==> src/rtl/fifo_arb_pkg.sv <==
// Shared types and default sizing for the shared-FIFO write arbiter.
package fifo_arb_pkg;

    typedef enum logic {
        IDLE   = 1'b0,
        LOCKED = 1'b1
    } arb_state_e;

    localparam int unsigned DEFAULT_NUM_REQ    = 4;
    localparam int unsigned DEFAULT_DATA_WIDTH = 32;

endpackage

==> src/rtl/rr_arbiter.sv <==
// Combinational round-robin pick: the search starts one past rr_ptr and wraps.
module rr_arbiter
    import fifo_arb_pkg::*;
#(
    parameter int NUM_REQ   = DEFAULT_NUM_REQ,
    parameter int GID_WIDTH = $clog2(NUM_REQ)
) (
    input  logic [NUM_REQ-1:0]   req,
    input  logic [GID_WIDTH-1:0] rr_ptr,
    output logic [GID_WIDTH-1:0] winner,
    output logic                 any_req
);

    logic                 found;
    logic [GID_WIDTH-1:0] cand;

    always_comb begin
        winner  = '0;
        any_req = |req;
        found   = 1'b0;
        cand    = '0;
        for (int unsigned k = 1; k <= int'(NUM_REQ); k++) begin
            cand = GID_WIDTH'((int'(rr_ptr) + k) % int'(NUM_REQ));
            if (!found && req[cand]) begin
                winner = cand;
                found  = 1'b1;
            end
        end
    end

endmodule

==> src/rtl/fifo_wr_arbiter.sv <==
// Packet-granular arbiter: grants one requester whole-packet access to a shared FIFO write port.
module fifo_wr_arbiter
    import fifo_arb_pkg::*;
#(
    parameter int NUM_REQ    = DEFAULT_NUM_REQ,
    parameter int DATA_WIDTH = DEFAULT_DATA_WIDTH,
    parameter int GID_WIDTH  = $clog2(NUM_REQ)
) (
    input  logic                          clk,
    input  logic                          rst,
    input  logic [NUM_REQ-1:0]            req_valid,
    input  logic [NUM_REQ*DATA_WIDTH-1:0] req_data,
    input  logic [NUM_REQ-1:0]            req_last,
    output logic [NUM_REQ-1:0]            req_ready,
    output logic                          fifo_wr,
    output logic [DATA_WIDTH-1:0]         fifo_wr_data,
    input  logic                          fifo_full,
    output logic [GID_WIDTH-1:0]          grant_id,
    output logic                          busy
);

    arb_state_e           state_q, state_d;
    logic [GID_WIDTH-1:0] rr_ptr_q, rr_ptr_d;
    logic [GID_WIDTH-1:0] grant_id_q, grant_id_d;

    logic [GID_WIDTH-1:0]  winner;
    logic                  any_req;
    logic [DATA_WIDTH-1:0] data_arr [NUM_REQ];

    for (genvar g = 0; g < NUM_REQ; g++) begin : g_unpack
        assign data_arr[g] = req_data[g*DATA_WIDTH +: DATA_WIDTH];
    end

    rr_arbiter #(
        .NUM_REQ   (NUM_REQ),
        .GID_WIDTH (GID_WIDTH)
    ) u_rr (
        .req     (req_valid),
        .rr_ptr  (rr_ptr_q),
        .winner  (winner),
        .any_req (any_req)
    );

    always_ff @(posedge clk) begin
        if (rst) begin
            state_q    <= IDLE;
            rr_ptr_q   <= GID_WIDTH'(NUM_REQ - 1);
            grant_id_q <= '0;
        end else begin
            state_q    <= state_d;
            rr_ptr_q   <= rr_ptr_d;
            grant_id_q <= grant_id_d;
        end
    end

    // Outputs are forced idle while rst is high so the reset cycle itself is quiet.
    always_comb begin
        state_d    = state_q;
        rr_ptr_d   = rr_ptr_q;
        grant_id_d = grant_id_q;
        req_ready  = '0;
        fifo_wr    = 1'b0;
        unique case (state_q)
            IDLE: begin
                if (any_req) begin
                    grant_id_d = winner;
                    state_d    = LOCKED;
                end
            end
            LOCKED: begin
                req_ready[grant_id_q] = ~fifo_full & ~rst;
                fifo_wr               = req_valid[grant_id_q] & ~fifo_full & ~rst;
                if (fifo_wr && req_last[grant_id_q]) begin
                    state_d  = IDLE;
                    rr_ptr_d = grant_id_q;
                end
            end
            default: state_d = IDLE;
        endcase
    end

    assign fifo_wr_data = rst ? data_arr[0] : data_arr[grant_id_q];
    assign grant_id     = grant_id_q;
    assign busy         = (state_q == LOCKED) & ~rst;

endmodule

==> config.mk <==
export PLATFORM = sky130hd
export DESIGN_NAME = fifo_wr_arbiter
export DESIGN_NICKNAME = d
export VERILOG_FILES = /design/src/rtl/fifo_arb_pkg.sv /design/src/rtl/rr_arbiter.sv /design/src/rtl/fifo_wr_arbiter.sv
export SDC_FILE = /design/constraint.sdc
export NUM_CORES = 1
export LEC_CHECK = 0
export BUFFER_PORTS_ARGS = -buffer_cell sky130_fd_sc_hd__buf_2
export CORE_MARGIN = 2
export CORE_UTILIZATION = 36
export CTS_CLUSTER_SIZE = 25
export DETAILED_ROUTE_END_ITERATION = 6
export PLACE_DENSITY_LB_ADDON = 0.25
export SYNTH_ARGS = -nofsm -noshare
export SYNTH_HDL_FRONTEND = slang
export SYNTH_SLANG_ARGS = --single-unit
==> constraint.sdc <==
create_clock -name clk -period 1.7 [get_ports clk]
set_input_delay 0.34 -clock clk [delete_from_list [all_inputs] [get_ports clk]]
set_output_delay 0.34 -clock clk [all_outputs]
set_load 0.05 [all_outputs]
==> flow_results.xml <==
<?xml version="1.0" encoding="UTF-8"?>
<metrics>
  <group name="drt">
    <metric name="route.final.wire_length" unit="microns">8410</metric>
    <metric name="via_per_inst" unit="">5.74</metric>
    <metric name="vias" unit="">2835</metric>
    <metric name="post-route-drc-count" unit="">0</metric>
    <metric name="drtPass1Iterations" unit="">4</metric>
    <metric name="post_drt_wl_per_cell" unit="microns">17.0</metric>
    <metric name="detailedRoute.firstIterationViolations" unit="">130</metric>
    <metric name="ant_nets" unit="">0</metric>
  </group>
  <group name="worst_hold_path">
    <metric name="min-delay-path-class" unit="">input port to flip-flop</metric>
    <metric name="timing.hold.worst_path_depth" unit="">2</metric>
    <metric name="endpoint_of_the_worst_hold_path" unit="">state_q</metric>
    <metric name="min-delay-start" unit="">fifo_full</metric>
  </group>
  <group name="worst_setup_path">
    <metric name="timing.critical_path.fanout_max" unit="">6</metric>
    <metric name="reg2regPathDepth" unit="">5</metric>
    <metric name="cp.arrival" unit="ns">1.61</metric>
    <metric name="critical_path_required" unit="ns">1.36</metric>
    <metric name="worst_r2r_startpoint" unit="">grant_id[1]</metric>
    <metric name="worst_reg2reg_setup_slack" unit="ns">0.27</metric>
    <metric name="path_class" unit="">flip-flop to output port</metric>
    <metric name="cp-end-kind" unit="">output port</metric>
    <metric name="cp-start-kind" unit="">flip-flop</metric>
    <metric name="worstReg2RegEnd" unit="">rr_ptr_q[1]</metric>
  </group>
  <group name="clock_tree">
    <metric name="clock_tree_from_tritoncts" unit="">built</metric>
    <metric name="cts_hold_buf" unit="">0</metric>
    <metric name="clk_root_buffer_cell" unit="">clkbuf_8</metric>
    <metric name="worst_setup_hold_path_clk_slew" unit="ns">0.04</metric>
    <metric name="cts_sinks" unit="">5</metric>
    <metric name="clkLatencyLatePin" unit="ns">0.23</metric>
    <metric name="cts-htree-levels" unit="">1</metric>
    <metric name="max-clock-path-buffers" unit="">2</metric>
    <metric name="total_clock_buffers_created_by_cts" unit="">3</metric>
  </group>
  <group name="die">
    <metric name="floorplan.core_area" unit="sq mm">0.00466</metric>
    <metric name="floorplan.initialDensity" unit="">0.369</metric>
    <metric name="io_pins" unit="">179</metric>
    <metric name="die_width" unit="microns">73.2</metric>
    <metric name="die_height" unit="microns">73.2</metric>
    <metric name="die-area" unit="sq mm">0.00535</metric>
    <metric name="rows" unit="">25</metric>
  </group>
  <group name="layout">
    <metric name="num_antenna_cells" unit="">0</metric>
    <metric name="area.growth.synth_to_final" unit="%">111</metric>
    <metric name="design_area" unit="sq mm">0.00363</metric>
    <metric name="instances_no_fill" unit="">494</metric>
    <metric name="final_layout_size_suffix_gt1_frac" unit="">0.743</metric>
    <metric name="postLayoutCoreUtil" unit="">0.779</metric>
    <metric name="fillers" unit="">338</metric>
    <metric name="net_count_final" unit="">580</metric>
  </group>
  <group name="yosys">
    <metric name="synthTopCellsByArea" unit="">mux2_2 (15%), a22oi_1 (14%), nor2b_1 (13%)</metric>
    <metric name="top_cell_type_by_total_area_after_synthesis" unit="">mux2_2</metric>
    <metric name="ys_warn_count" unit="">0</metric>
    <metric name="post_synth_inst_count" unit="">245</metric>
    <metric name="postSynth.topFlopCell" unit="">dfxtp_1</metric>
    <metric name="yosys_register_bits" unit="">5</metric>
    <metric name="portion_of_synthesized_cell_area_occupied_by_the_leading_cell_type" unit="">0.150</metric>
    <metric name="synthesis.area" unit="sq mm">0.00172</metric>
    <metric name="synth.net_count" unit="">384</metric>
    <metric name="share_of_the_yosys_chip_area_belonging_to_registers" unit="">0.0581</metric>
    <metric name="synth.most_common_cell" unit="">nor2b_1</metric>
    <metric name="syn_avg_cell_area" unit="sq um">7.03</metric>
    <metric name="async_reset_ff_frac" unit="">0</metric>
    <metric name="post_synth_most_frequent_cells" unit="">nor2b_1 (35), a21oi_1 (34), a22oi_1 (32)</metric>
    <metric name="post_synth_num_cell_types" unit="">32</metric>
    <metric name="synth_enable_flop_cells" unit="">0</metric>
  </group>
  <group name="timing">
    <metric name="finalWorstSetupSlack" unit="ns">-0.249</metric>
    <metric name="worst_slew_slack_as_a_fraction_of_its_limit" unit="">0.731</metric>
    <metric name="finalSetupViolCount" unit="">34</metric>
    <metric name="timing.clock.skew" unit="ns">0.00383</metric>
    <metric name="rsz0062_at_grt" unit="">yes</metric>
    <metric name="worst-slew-pin-transition" unit="ns">0.404</metric>
    <metric name="fmax" unit="MHz">513</metric>
    <metric name="period_share" unit="">1.15</metric>
    <metric name="hold_viol_final" unit="">0</metric>
    <metric name="slew_violations" unit="">0</metric>
    <metric name="layout_min_cycle_time" unit="ns">1.95</metric>
  </group>
  <group name="power_and_ir_drop">
    <metric name="power.net_switching" unit="mW">1.04</metric>
    <metric name="combinationalPowerShare" unit="">0.823</metric>
    <metric name="sw_frac_of_total" unit="">0.499</metric>
    <metric name="total_power_of_the_final_layout" unit="mW">2.07</metric>
    <metric name="intPower" unit="mW">1.04</metric>
    <metric name="pwr_density_cell" unit="mW/mm^2">571</metric>
    <metric name="p_leak" unit="nW">1.66</metric>
    <metric name="irDropWorstVdd" unit="mV">0.356</metric>
    <metric name="p_clk_frac" unit="">0.109</metric>
    <metric name="power.share.sequential" unit="">0.068</metric>
  </group>
  <group name="global_route">
    <metric name="grt_max_degree" unit="">33</metric>
    <metric name="grt_util_all_layers" unit="">0.264</metric>
    <metric name="grt.busiest_layer" unit="">met2</metric>
    <metric name="grt_pass1_wl" unit="microns">11300</metric>
    <metric name="grt_util_met2" unit="">0.492</metric>
    <metric name="first_global_vias" unit="">2519</metric>
    <metric name="global_route.usage.met3" unit="">0.0304</metric>
    <metric name="groute.layer.met1.usage" unit="">0.296</metric>
    <metric name="number_of_antenna_violations_at_the_first_check_in_global_routing" unit="">0</metric>
    <metric name="grt_remaining_overflow" unit="">0</metric>
  </group>
  <group name="placed_design">
    <metric name="worst_setup_timing_slack_at_the_placement_stage" unit="ns">-0.0869</metric>
    <metric name="portBuffers" unit="">178</metric>
    <metric name="placed_cells_incl_taps" unit="">479</metric>
    <metric name="postPlaceCellArea" unit="sq mm">0.00311</metric>
    <metric name="finalWeightedCongestion" unit="">0.848</metric>
    <metric name="place.detailed.hpwl" unit="microns">5540</metric>
  </group>
  <group name="status">
    <metric name="run_status" unit="">finished with violations</metric>
    <metric name="violations_in_the_final_reports" unit="">negative setup slack</metric>
  </group>
  <group name="flow_run">
    <metric name="max-cap-violations" unit="">0</metric>
  </group>
</metrics>
[repair_timing]
item	4_1_cts	5_1_grt
setup endpoints to repair	37	37
resized for setup	87	25
gates cloned	1	1
pin swaps	8	3
buffers inserted	9	1
[final cells by class]
class	count	area, sq um	area share
Inverter	3	11.3	0.00310
Sequential cell	5	108	0.0296
Clock buffer	4	45.0	0.0124
Multi-Input combinational cell	211	1890	0.519
Timing Repair Buffer	217	1520	0.417
Tap cell	54	67.6	0.0186
[per-layer routing]
layer,vias to the layer above,part of all wire
met5,-,0
met4,0,0.039
met3,29,0.068
met2,157,0.54
met1,1326,0.36
li1,1323,-
[sequential cells by signal (all words and copies together), names as in the netlist]
| register | flops |
|---|---|
| rr_ptr_q | 2 |
| grant_id | 2 |
| state_q | 1 |
[power by group through the flow]
stage / Sequential, mW / Clock (mW) / Combinational [mW]
floorplan: 0.156 / 0 / 0.993
global placement: 0.143 / 0 / 1.40
detailed placement: 0.144 / 0 / 1.42
CTS: 0.142 / 0.234 / 1.65
global route: 0.144 / 0.241 / 1.79
finish: 0.142 / 0.226 / 1.71
[metrics by stage]
stage                     hold WS, ns  setup TNS (ns)
after floorplan                 0.476           -1.35
after global placement          0.543          -0.966
after detailed placement        0.559           -1.52
after CTS                       0.357           -7.47
after global routing            0.395           -9.20
final                           0.377           -6.86
[critical path, cell delays in order (launching register included)]
cell	delay, ns
dfxtp_4	0.40
buf_4	0.14
mux4_2	0.50
and2_1	0.19
buf_6	0.15
[layout by cell type (no fill, tap or decap), drive strengths merged]
| cell type | synthesis | final |
|---|---|---|
| o21ai | 36 | 36 |
| dfxtp | 5 | 5 |
| nor2 | 8 | 8 |
| mux4 | 2 | 2 |
| o22ai | 3 | 3 |
| nand2b | 2 | 2 |
| a21o | 1 | 1 |
| buf | 21 | 215 |
| and3 | 1 | 1 |
| o31ai | 1 | 1 |
| a22oi | 32 | 32 |
| mux2 | 32 | 32 |
| nor2b | 35 | 35 |
| o31a | 1 | 1 |
| nand3 | 4 | 4 |
| a21oi | 34 | 34 |
| nand2 | 6 | 6 |
| and2 | 1 | 1 |
| and3b | 1 | 1 |
| a311oi | 2 | 2 |
| o221ai | 2 | 2 |
| nor4 | 1 | 1 |
| inv | 3 | 3 |
| nor3b | 2 | 2 |
| nor3 | 2 | 2 |
| a31oi | 1 | 1 |
| o211ai | 1 | 1 |
| clkbuf | 5 | 6 |
[cell families after synthesis]
| family | count (synthesis) | synth area share |
|---|---|---|
| mux | 34 | 0.255 |
| compound gates | 114 | 0.396 |
| flops | 5 | 0.0581 |
| simple gates | 63 | 0.207 |
| buf+inv | 29 | 0.0836 |
[worst max path at each step]
| stage | endpoint | slack, ns | startpoint | depth (start not counted) |
|---|---|---|---|---|
| after detailed placement | fifo_wr_data[17] | -0.09 | grant_id[1] | 5 |
| after global placement | fifo_wr_data[31] | -0.05 | grant_id[1] | 5 |
| final | fifo_wr | -0.25 | grant_id[1] | 4 |
| after global routing | fifo_wr_data[2] | -0.31 | grant_id[1] | 6 |
| after floorplan | fifo_wr_data[10] | -0.06 | grant_id[1] | 5 |
| after CTS | fifo_wr_data[2] | -0.27 | grant_id[1] | 6 |
(Power assumes the default switching activity.)
